===== config.mk =====
export PLATFORM = sky130hd
export DESIGN_NAME = alu_muldiv
export DESIGN_NICKNAME = d
export VERILOG_FILES = /design/src/rtl/alu_pkg.sv /design/src/rtl/alu_muldiv.sv
export SDC_FILE = /design/constraint.sdc
export NUM_CORES = 1
export LEC_CHECK = 0
export ABC_AREA = 1
export CORE_MARGIN = 5
export CORE_UTILIZATION = 40
export DETAILED_ROUTE_END_ITERATION = 10
export SYNTH_ARGS = -nofsm -noshare
export SYNTH_HDL_FRONTEND = slang
export SYNTH_SLANG_ARGS = --single-unit

===== constraint.sdc =====
create_clock -name clk -period 6.7 [get_ports clk]
set_input_delay 1.34 -clock clk [delete_from_list [all_inputs] [get_ports clk]]
set_output_delay 1.34 -clock clk [all_outputs]
set_load 0.01 [all_outputs]

===== src/rtl/alu_pkg.sv =====
// Op codes, FSM states and operand-signedness helpers for the iterative M-extension unit.
package alu_pkg;

    typedef enum logic [2:0] {
        MD_MUL    = 3'd0,
        MD_MULH   = 3'd1,
        MD_MULHSU = 3'd2,
        MD_MULHU  = 3'd3,
        MD_DIV    = 3'd4,
        MD_DIVU   = 3'd5,
        MD_REM    = 3'd6,
        MD_REMU   = 3'd7
    } muldiv_op_e;

    typedef enum logic [1:0] {IDLE, CALC, DONE} muldiv_state_e;

    function automatic logic is_div(input muldiv_op_e op);
        return op inside {MD_DIV, MD_DIVU, MD_REM, MD_REMU};
    endfunction

    function automatic logic is_signed_a(input muldiv_op_e op);
        return op inside {MD_MUL, MD_MULH, MD_MULHSU, MD_DIV, MD_REM};
    endfunction

    function automatic logic is_signed_b(input muldiv_op_e op);
        return op inside {MD_MUL, MD_MULH, MD_DIV, MD_REM};
    endfunction

endpackage


===== src/rtl/alu_muldiv.sv =====
// Iterative RV32M multiply/divide: radix-2 shift-add multiplier and restoring divider
// sharing one 2*W working register; magnitudes are processed and the sign fixed at the end.
module alu_muldiv
    import alu_pkg::*;
#(
    parameter int DATA_WIDTH    = 32,
    parameter int OPCODE_LENGTH = 3
) (
    input  logic                     clk,
    input  logic                     reset,
    input  logic                     in_valid,
    output logic                     in_ready,
    input  logic [DATA_WIDTH-1:0]    SrcA,
    input  logic [DATA_WIDTH-1:0]    SrcB,
    input  logic [OPCODE_LENGTH-1:0] Operation,
    output logic                     out_valid,
    input  logic                     out_ready,
    output logic [DATA_WIDTH-1:0]    Result,
    output logic                     Busy
);
    localparam int W  = DATA_WIDTH;
    localparam int CW = $clog2(W) + 1;
    localparam logic [W-1:0] MIN_VAL = {1'b1, {(W-1){1'b0}}};

    muldiv_state_e  state;
    muldiv_op_e     op_q;
    logic [CW-1:0]  cnt;
    logic [2*W-1:0] acc;
    logic [W-1:0]   opnd;
    logic           neg;

    muldiv_op_e     op_in;
    logic           sa, sb, neg_in, div_zero, div_ovf;
    logic [W-1:0]   mag_a, mag_b, special;
    logic [W:0]     sum, rsh, trial;
    logic [2*W-1:0] acc_nxt, prod;
    logic [W-1:0]   quo, rem, res_fix;

    assign in_ready = (state == IDLE);
    assign Busy     = (state != IDLE);

    always_comb begin
        op_in    = muldiv_op_e'(Operation[2:0]);
        sa       = is_signed_a(op_in) && SrcA[W-1];
        sb       = is_signed_b(op_in) && SrcB[W-1];
        mag_a    = sa ? -SrcA : SrcA;
        mag_b    = sb ? -SrcB : SrcB;
        // Remainder takes the dividend's sign; everything else the product of signs.
        neg_in   = (op_in == MD_REM) ? sa : (sa ^ sb);
        div_zero = is_div(op_in) && (SrcB == '0);
        div_ovf  = (op_in inside {MD_DIV, MD_REM}) && (SrcA == MIN_VAL) && (SrcB == '1);
        if (div_zero)
            special = (op_in inside {MD_DIV, MD_DIVU}) ? '1 : SrcA;
        else
            special = (op_in == MD_DIV) ? MIN_VAL : '0;

        // Multiply: {hi,lo} with multiplier in lo; divide: {rem,quo} shifted left.
        sum   = {1'b0, acc[2*W-1:W]} + (acc[0] ? {1'b0, opnd} : '0);
        rsh   = acc[2*W-1:W-1];
        trial = rsh - {1'b0, opnd};
        if (is_div(op_q))
            acc_nxt = trial[W] ? {rsh[W-1:0], acc[W-2:0], 1'b0}
                               : {trial[W-1:0], acc[W-2:0], 1'b1};
        else
            acc_nxt = {sum, acc[W-1:1]};

        prod = neg ? -acc_nxt : acc_nxt;
        quo  = neg ? -acc_nxt[W-1:0] : acc_nxt[W-1:0];
        rem  = neg ? -acc_nxt[2*W-1:W] : acc_nxt[2*W-1:W];
        case (op_q)
            MD_MUL:                       res_fix = prod[W-1:0];
            MD_MULH, MD_MULHSU, MD_MULHU: res_fix = prod[2*W-1:W];
            MD_DIV, MD_DIVU:              res_fix = quo;
            default:                      res_fix = rem;
        endcase
    end

    always_ff @(posedge clk) begin
        if (reset) begin
            state     <= IDLE;
            op_q      <= MD_MUL;
            cnt       <= '0;
            acc       <= '0;
            opnd      <= '0;
            neg       <= 1'b0;
            Result    <= '0;
            out_valid <= 1'b0;
        end else begin
            case (state)
                IDLE: if (in_valid) begin
                    op_q <= op_in;
                    cnt  <= '0;
                    neg  <= neg_in;
                    opnd <= is_div(op_in) ? mag_b : mag_a;
                    acc  <= {{W{1'b0}}, (is_div(op_in) ? mag_a : mag_b)};
                    if (div_zero || div_ovf) begin
                        Result    <= special;
                        out_valid <= 1'b1;
                        state     <= DONE;
                    end else begin
                        state <= CALC;
                    end
                end
                CALC: begin
                    acc <= acc_nxt;
                    cnt <= cnt + 1'b1;
                    // Last iteration: sign-fix the freshly computed value straight into Result.
                    if (cnt == CW'(W - 1)) begin
                        Result    <= res_fix;
                        out_valid <= 1'b1;
                        state     <= DONE;
                    end
                end
                DONE: if (out_ready) begin
                    out_valid <= 1'b0;
                    state     <= IDLE;
                end
                default: state <= IDLE;
            endcase
        end
    end

endmodule


# Yosys cells after proc, flatten, opt, wreduce, memory -nomap -nowiden

Cells that the tools add are included.

Register bits: 141
Input port bits: 71
Output and inout port bits: 35

$add $sub $neg: 8
Equality and inequality tests: 22
Multiplexer cells: 33
Bitwise gates (word level): 1
Reduce and logical (&&, ||, !) cells: 26

Operator list:

| kind                                                             | number |
|---|---|
| 32-bit 2-to-1 mux                                                | 13 |
| 64-bit 2-to-1 mux                                                | 4 |
| 32-bit negator                                                   | 4 |
| 64-bit case mux with 2 select lines                              | 1 |
| 32-bit case mux with 3 select lines                              | 1 |
| 32-bit == test (second input constant)                           | 2 |
| 64-bit negator                                                   | 1 |
| 32-bit case mux with 2 select lines                              | 1 |
| 32-bit by 32-bit adder with 33-bit output                        | 1 |
| 33-bit by 32-bit subtractor with 33-bit output                   | 1 |
| 32-bit zero test                                                 | 1 |
| 3-bit == test (second input constant)                            | 8 |
| 6-bit case mux with 2 select lines                               | 1 |
| 4-bit nonzero test                                               | 3 |
| 3-bit by 2-bit == test with 1-bit output (second input constant) | 3 |
| 2-bit 2-to-1 mux                                                 | 4 |
| 2-bit nonzero test                                               | 4 |
| 6-bit by 1-bit adder with 6-bit output (second input constant)   | 1 |
| 3-bit by 1-bit == test with 1-bit output (second input constant) | 2 |
| 6-bit by 5-bit == test with 1-bit output (second input constant) | 1 |
| 3-bit zero test                                                  | 2 |
| 6-bit 2-to-1 mux                                                 | 1 |
| 2-bit inequality test (second input constant)                    | 3 |
| 2-bit case mux with 3 select lines                               | 1 |
| other kinds (17)                                                 | 26 |

# Depth between registers and ports, before layout

Word-level depth: 8
Depth in mapped cells: 36
Depth with buffers taken out: 35

# Worst setup path after synthesis

No wires, ideal clock.

Path type: register to register
Start: reg acc[31]
End: reg Result[22]
Library setup time: 0.070 ns
Arrival time: 4.084 ns
Data required time: 6.630 ns
Setup slack: 2.546 ns
Stages on the path, launching flop included: 36
Buffers on the path: 1
Cells stage by stage: dfxtp_1 > inv_1 > ha_1 > inv_1 > fa_1 > nand2_1 > nand2_1 > nand3_1 > nand2_1 > nand2_2 > nand2_4 > nand2_4 > nand2_4 > nand2_4 > nand2_4 > buf_12 > a21boi_4 > ha_1 > inv_1 > nor3_2 > inv_2 > nor3_2 > nand2_1 > nor2_1 > nand3_1 > nor4_2 > nand2_1 > nor2_2 > nand2_1 > nand2_2 > nand2_1 > nand2_1 > nand2_1 > o21bai_2 > nand3_1 > a21oi_1

Cells in the longest elaborated chain, start to end: 8

Ends and longest elaborated chain:

| what                                           | line              | RTL |
|---|---|---|
| start, declared                                | alu_muldiv.sv:28  | `logic [2*W-1:0] acc;` |
| start signal, assigned                         | alu_muldiv.sv:95  | `acc <= {{W{1'b0}}, (is_div(op_in) ? mag_a : mag_b)};` |
| start signal, assigned                         | alu_muldiv.sv:105 | `acc <= acc_nxt;` |
| 33-bit by 32-bit subtractor with 33-bit output | alu_muldiv.sv:60  | `trial = rsh - {1'b0, opnd};` |
| 64-bit 2-to-1 mux                              | alu_muldiv.sv:62  | `acc_nxt = trial[W] ? {rsh[W-1:0], acc[W-2:0], 1'b0}` |
| 64-bit 2-to-1 mux (*)                          | alu_muldiv.sv:61  | `if (is_div(op_q))` |
| 64-bit negator (tied with other cells)         | alu_muldiv.sv:67  | `prod = neg ? -acc_nxt : acc_nxt;` |
| 64-bit 2-to-1 mux (tied with other cells)      | alu_muldiv.sv:67  |  |
| 32-bit case mux with 3 select lines (*)        | alu_muldiv.sv:70  | `case (op_q)` |
| 32-bit 2-to-1 mux (*)                          | alu_muldiv.sv:108 | `if (cnt == CW'(W - 1)) begin` |
| 32-bit case mux with 2 select lines (*)        | alu_muldiv.sv:89  | `case (state)` |
| end signal, assigned                           | alu_muldiv.sv:97  | `Result <= special;` |
| end signal, assigned                           | alu_muldiv.sv:109 | `Result <= res_fix;` |
| end, declared                                  | alu_muldiv.sv:18  | `output logic [DATA_WIDTH-1:0] Result,` |

Mark *: on every way between the ends. The rest lies on a longest branch, timed or not. The select of a mux whose other input is x is not followed.
A chain may end at the register's enable or synchronous reset.

# Worst setup path in the final report

Start: reg acc[31]
End: reg Result[30]

The elaborated chain is that of the path after synthesis.

==> impl_summary.txt <==
----------------------------------------------------
[GRT]
  Antenna violations before repair ... 1
  Sum of overflow across all layers after global routing ... 0
  GRT Total Usage ... about 33%
  First-pass GRT wire length ... roughly 120 mm
  Via count of the first global-routing pass ... 19,000
  Maximum number of pins on one net before global-route repair ... 73

[Critical path]
  Largest stage delay on the critical path ... 0.44 ns
  Start of the worst register-to-register path ... acc[31]
  Largest fanout on the critical path ... 40
  Most frequent cell on the critical path ... nand2_1
  Cell with the largest stage delay on the worst path ... fa_1
  Critical path class ... register to register
  Arr. time, crit path ... about 5.8 ns
  Kind of cell adding the most delay to the critical path ... simple AND/OR/NAND/NOR gates
  Worst setup SP type ... register
  Type of destination of the critical path ... register
  Required time at the endpoint of the critical path ... 7.11 ns
  Worst setup startpoint ... acc[31]
  Buffer and inverter count on the worst path ... 4

[Route]
  Initial DRC count ... between 2,000 and 3,000
  Remaining antenna violation count after routing ... 0
  Vias per cell ... 5.69
  Post-detailed-routing wire length ... between 80 and 90 mm
  Overall via count from detail_route ... 20,700
  Detailed-route wire length per cell ... ~22 microns
  First-pass detailed-route iteration total ... 7
  DRC viols ... 0

[Power]
  Portion of total power attributed to sequential cells ... 16.5%
  Largest vdd supply drop ... roughly 0.00030 V
  Total internal power ... 0.00317 W
  Static Leakage ... between 9 and 10 nW
  Power per unit of standard cell area ... 401 mW/mm^2
  Switching power as a share of total power ... 58.5%
  Share of power burned in the clock network ... roughly an eighth
  Comb power frac ... 70.1%
  P_sw ... around 0.0045 W

[Synthesis]
  Number of enable flip-flop cells after synthesis ... 0
  Gate count after technology mapping ... slightly above 3,000
  Proportion of synthesized chip area in sequential cells ... approximately 17%
  Count of different cell masters after synthesis ... between 60 and 70
  Top flip-flop cell by instance count after synthesis ... dfxtp_1
  Fraction of synthesis flops using an asynchronous set or reset pin ... 0%
  Fraction of post-synthesis cell area in the top cell type by area ... 19.2%
  Mean post-synth cell area ... roughly 5.6 sq um
  Top cell type by total area after synthesis ... nand2_1
  Post-Syn Nets ... around 3,200
  Number of synthesized register bits ... ~140
  Cell area after synthesis ... 0.0169 sq mm
  Synth warnings ... 0
  Top cells by area in the synthesized netlist ... nand2_1 (19%), dfxtp_1 (17%), inv_1 (9.6%), a21oi_1 (7.0%), nor2_1 (6.6%)

[Clock network]
  CTS HTree Levels ... 4
  Clock latency at the later pin of the worst-skew pair ... 0.49 ns
  Max Buffers Root-to-Sink ... 2
  Hold-fix buffer count after cts ... 0
  Sinks on the clock net ... between 100 and 150
  CTS root buf ... clkbuf_16
  Total clock buffers created by CTS ... 17
  Clock tree from TritonCTS ... built
  Count of cells resized by post-cts repair ... 0
  Number of setup buffers added after CTS ... 0
  Clock-pin slew of the registers on the worst-case setup and hold paths ... roughly 0.07 ns

[Timing]
  Clock skew ... 0.0161 ns
  Final setup TNS ... 0 ns
  Final number of hold-violating endpoints ... 0
  Setup repair after global routing missed its margin ... no
  Max-slew violation count ... 0
  Smallest hold slack ... about 0.47 ns
  Minimum clock period after layout ... around 5.4 ns
  Transition at the pin with the smallest max-transition slack ... 1.04 ns
  Endpoints failing setup ... 0
  Share of the clock period used by the worst path ... 80.5%
  Worst relative slew slack ... 29.6%
  Highest achievable clock rate ... 185 MHz

[Die]
  I/O pins ... approximately 110
  Die Span Y ... around 220 microns
  Number of rows in the core area ... between 70 and 80
  Core area ... between 0.04 and 0.05 sq mm
  Initial Utilization ... 40.4%
  Floorplan die width ... 216 microns
  Die area ... between 0.04 and 0.05 sq mm

[Finish]
  Area overhead of the layout relative to synthesis ... 12.2%
  Number of cells in the finished layout apart from fillers ... ~3,600
  Ratio of cells with drive above 1 in the final layout ... 6.23%
  Antenna diode count ... 0
  Footprint of the multi-input gates ... about 0.012 sq mm
  FILL cells ... ~4,600
  Final layout net count ... approximately 3,200
  Storage cell area ... 0.00283 sq mm

[Worst hold path]
  Startpoint of the tightest hold check path ... cnt[5]
  Classification of the worst-slack hold path ... register to register

[Placed design]
  Final GP Congestion ... 1.06
  Detailed placer's ending HPWL ... 65.2 mm
  Number of buffers added on ports ... ~110
  Number of cells after detailed placement ... about 3,600

[Job]
  Reported max-cap violation count ... 0

[Run status]
  Status ... completed

----------------------------------------------------
==> layout make-up <==
cell class              instances  area share (%)
clock buffers                  18            2.26
clock inverters                14           0.863
inverters                     456            9.01
multi-input cells            2334            62.7
flip-flops and latches        141            14.9
well taps                     539            3.55
repair buffers                135            6.69
==> flip-flops by register name (all words and copies together) (netlist names) <==
register,count
op_q,3
acc,64
cnt,6
Result,32
neg,1
opnd,32
state,2
out_valid,1
==> per-stage QoR <==
stage	util [%]	instance area, sq um	setup WS, ns	power (W)
finish	45.3	19000	1.31	0.00763
global route	45.3	19000	0.739	0.00813
CTS	45.3	19000	1.37	0.00750
detailed placement	43.9	18400	1.37	0.00647
global placement	43.9	18400	1.45	0.00645
floorplan	-	16900	2.55	0.00472
==> layer usage <==
layer | up-vias | wire length (microns) | global-route usage, %
met3 | 180 | 6360 | 5.04
met4 | 2 | 5110 | 18.8
li1 | 9946 | - | -
met2 | 1043 | 35300 | 52.5
met1 | 9535 | 33500 | 43.8
met5 | - | 7 | 0
==> tightest hold or removal path: stages, from the launching register on <==
cell	delay, ns
dfxtp_1	0.31
nand2_1	0.06
a21oi_1	0.06
==> power groups by stage <==
stage / combinational, W / clock [W] / sequential, W
global placement: 0.00518 / 0 / 0.00127
detailed placement: 0.00520 / 0 / 0.00126
floorplan: 0.00352 / 0 / 0.00119
finish: 0.00535 / 0.00102 / 0.00126
global route: 0.00579 / 0.00106 / 0.00128
CTS: 0.00523 / 0.00102 / 0.00125
==> synth_stat cells, drive strengths merged (12+ instances only) <==
library cell and n:
dfxtp 141, nand3 217, o211ai 12, o221ai 16, o22ai 15, or2 17
a22oi 13, ha 70, a31oi 14, nor3 48, o21ai 205, clkbuf 66
xnor2 25, a21o 12, nand4 40, buf 42, nand3b 14, nand2 914
xor2 65, o21bai 14, inv 451, nor2 316, a21oi 243
==> cells in the final DEF (no fill, tap or decap), types with 17 or more instances in the layout <==
| master | netlist | layout |
|---|---|---|
| clkbuf_16 | 0 | 17 |
| a21oi_1 | 237 | 237 |
| nand2_2 | 39 | 39 |
| nor2_1 | 296 | 292 |
| buf_4 | 3 | 30 |
| o21ai_0 | 184 | 184 |
| clkdlybuf4s50_1 | 0 | 104 |
| dfxtp_1 | 141 | 138 |
| nand4_1 | 40 | 40 |
| nor2_2 | 17 | 20 |
| xnor2_1 | 25 | 25 |
| nand3_1 | 208 | 208 |
| inv_1 | 435 | 435 |
| nor3_1 | 46 | 46 |
| ha_1 | 70 | 70 |
| xor2_1 | 65 | 65 |
| nand2_1 | 868 | 868 |
==> cell families (layout without fill, tap and decap cells) <==
kind of cell | Yosys count | after routing | synth area share [%]
compound gates | 590 | 590 | 20.1
flops | 141 | 141 | 16.7
fa+ha+maj | 72 | 72 | 5.41
simple gates | 1582 | 1582 | 40.1
xor+xnor | 90 | 90 | 4.66
buf+inv | 564 | 623 | 13.0
==> worst paths after layout <==
path / slack (ns) / to / depth (start not counted)
worst max-delay path: 1.31 / Result[30] / 34
worst min-delay path: 0.47 / cnt[5] / 2
worst max register to register: 1.31 / Result[30] / 34
worst min register to register: 0.47 / cnt[5] / 2
(Power assumes the default switching activity.)
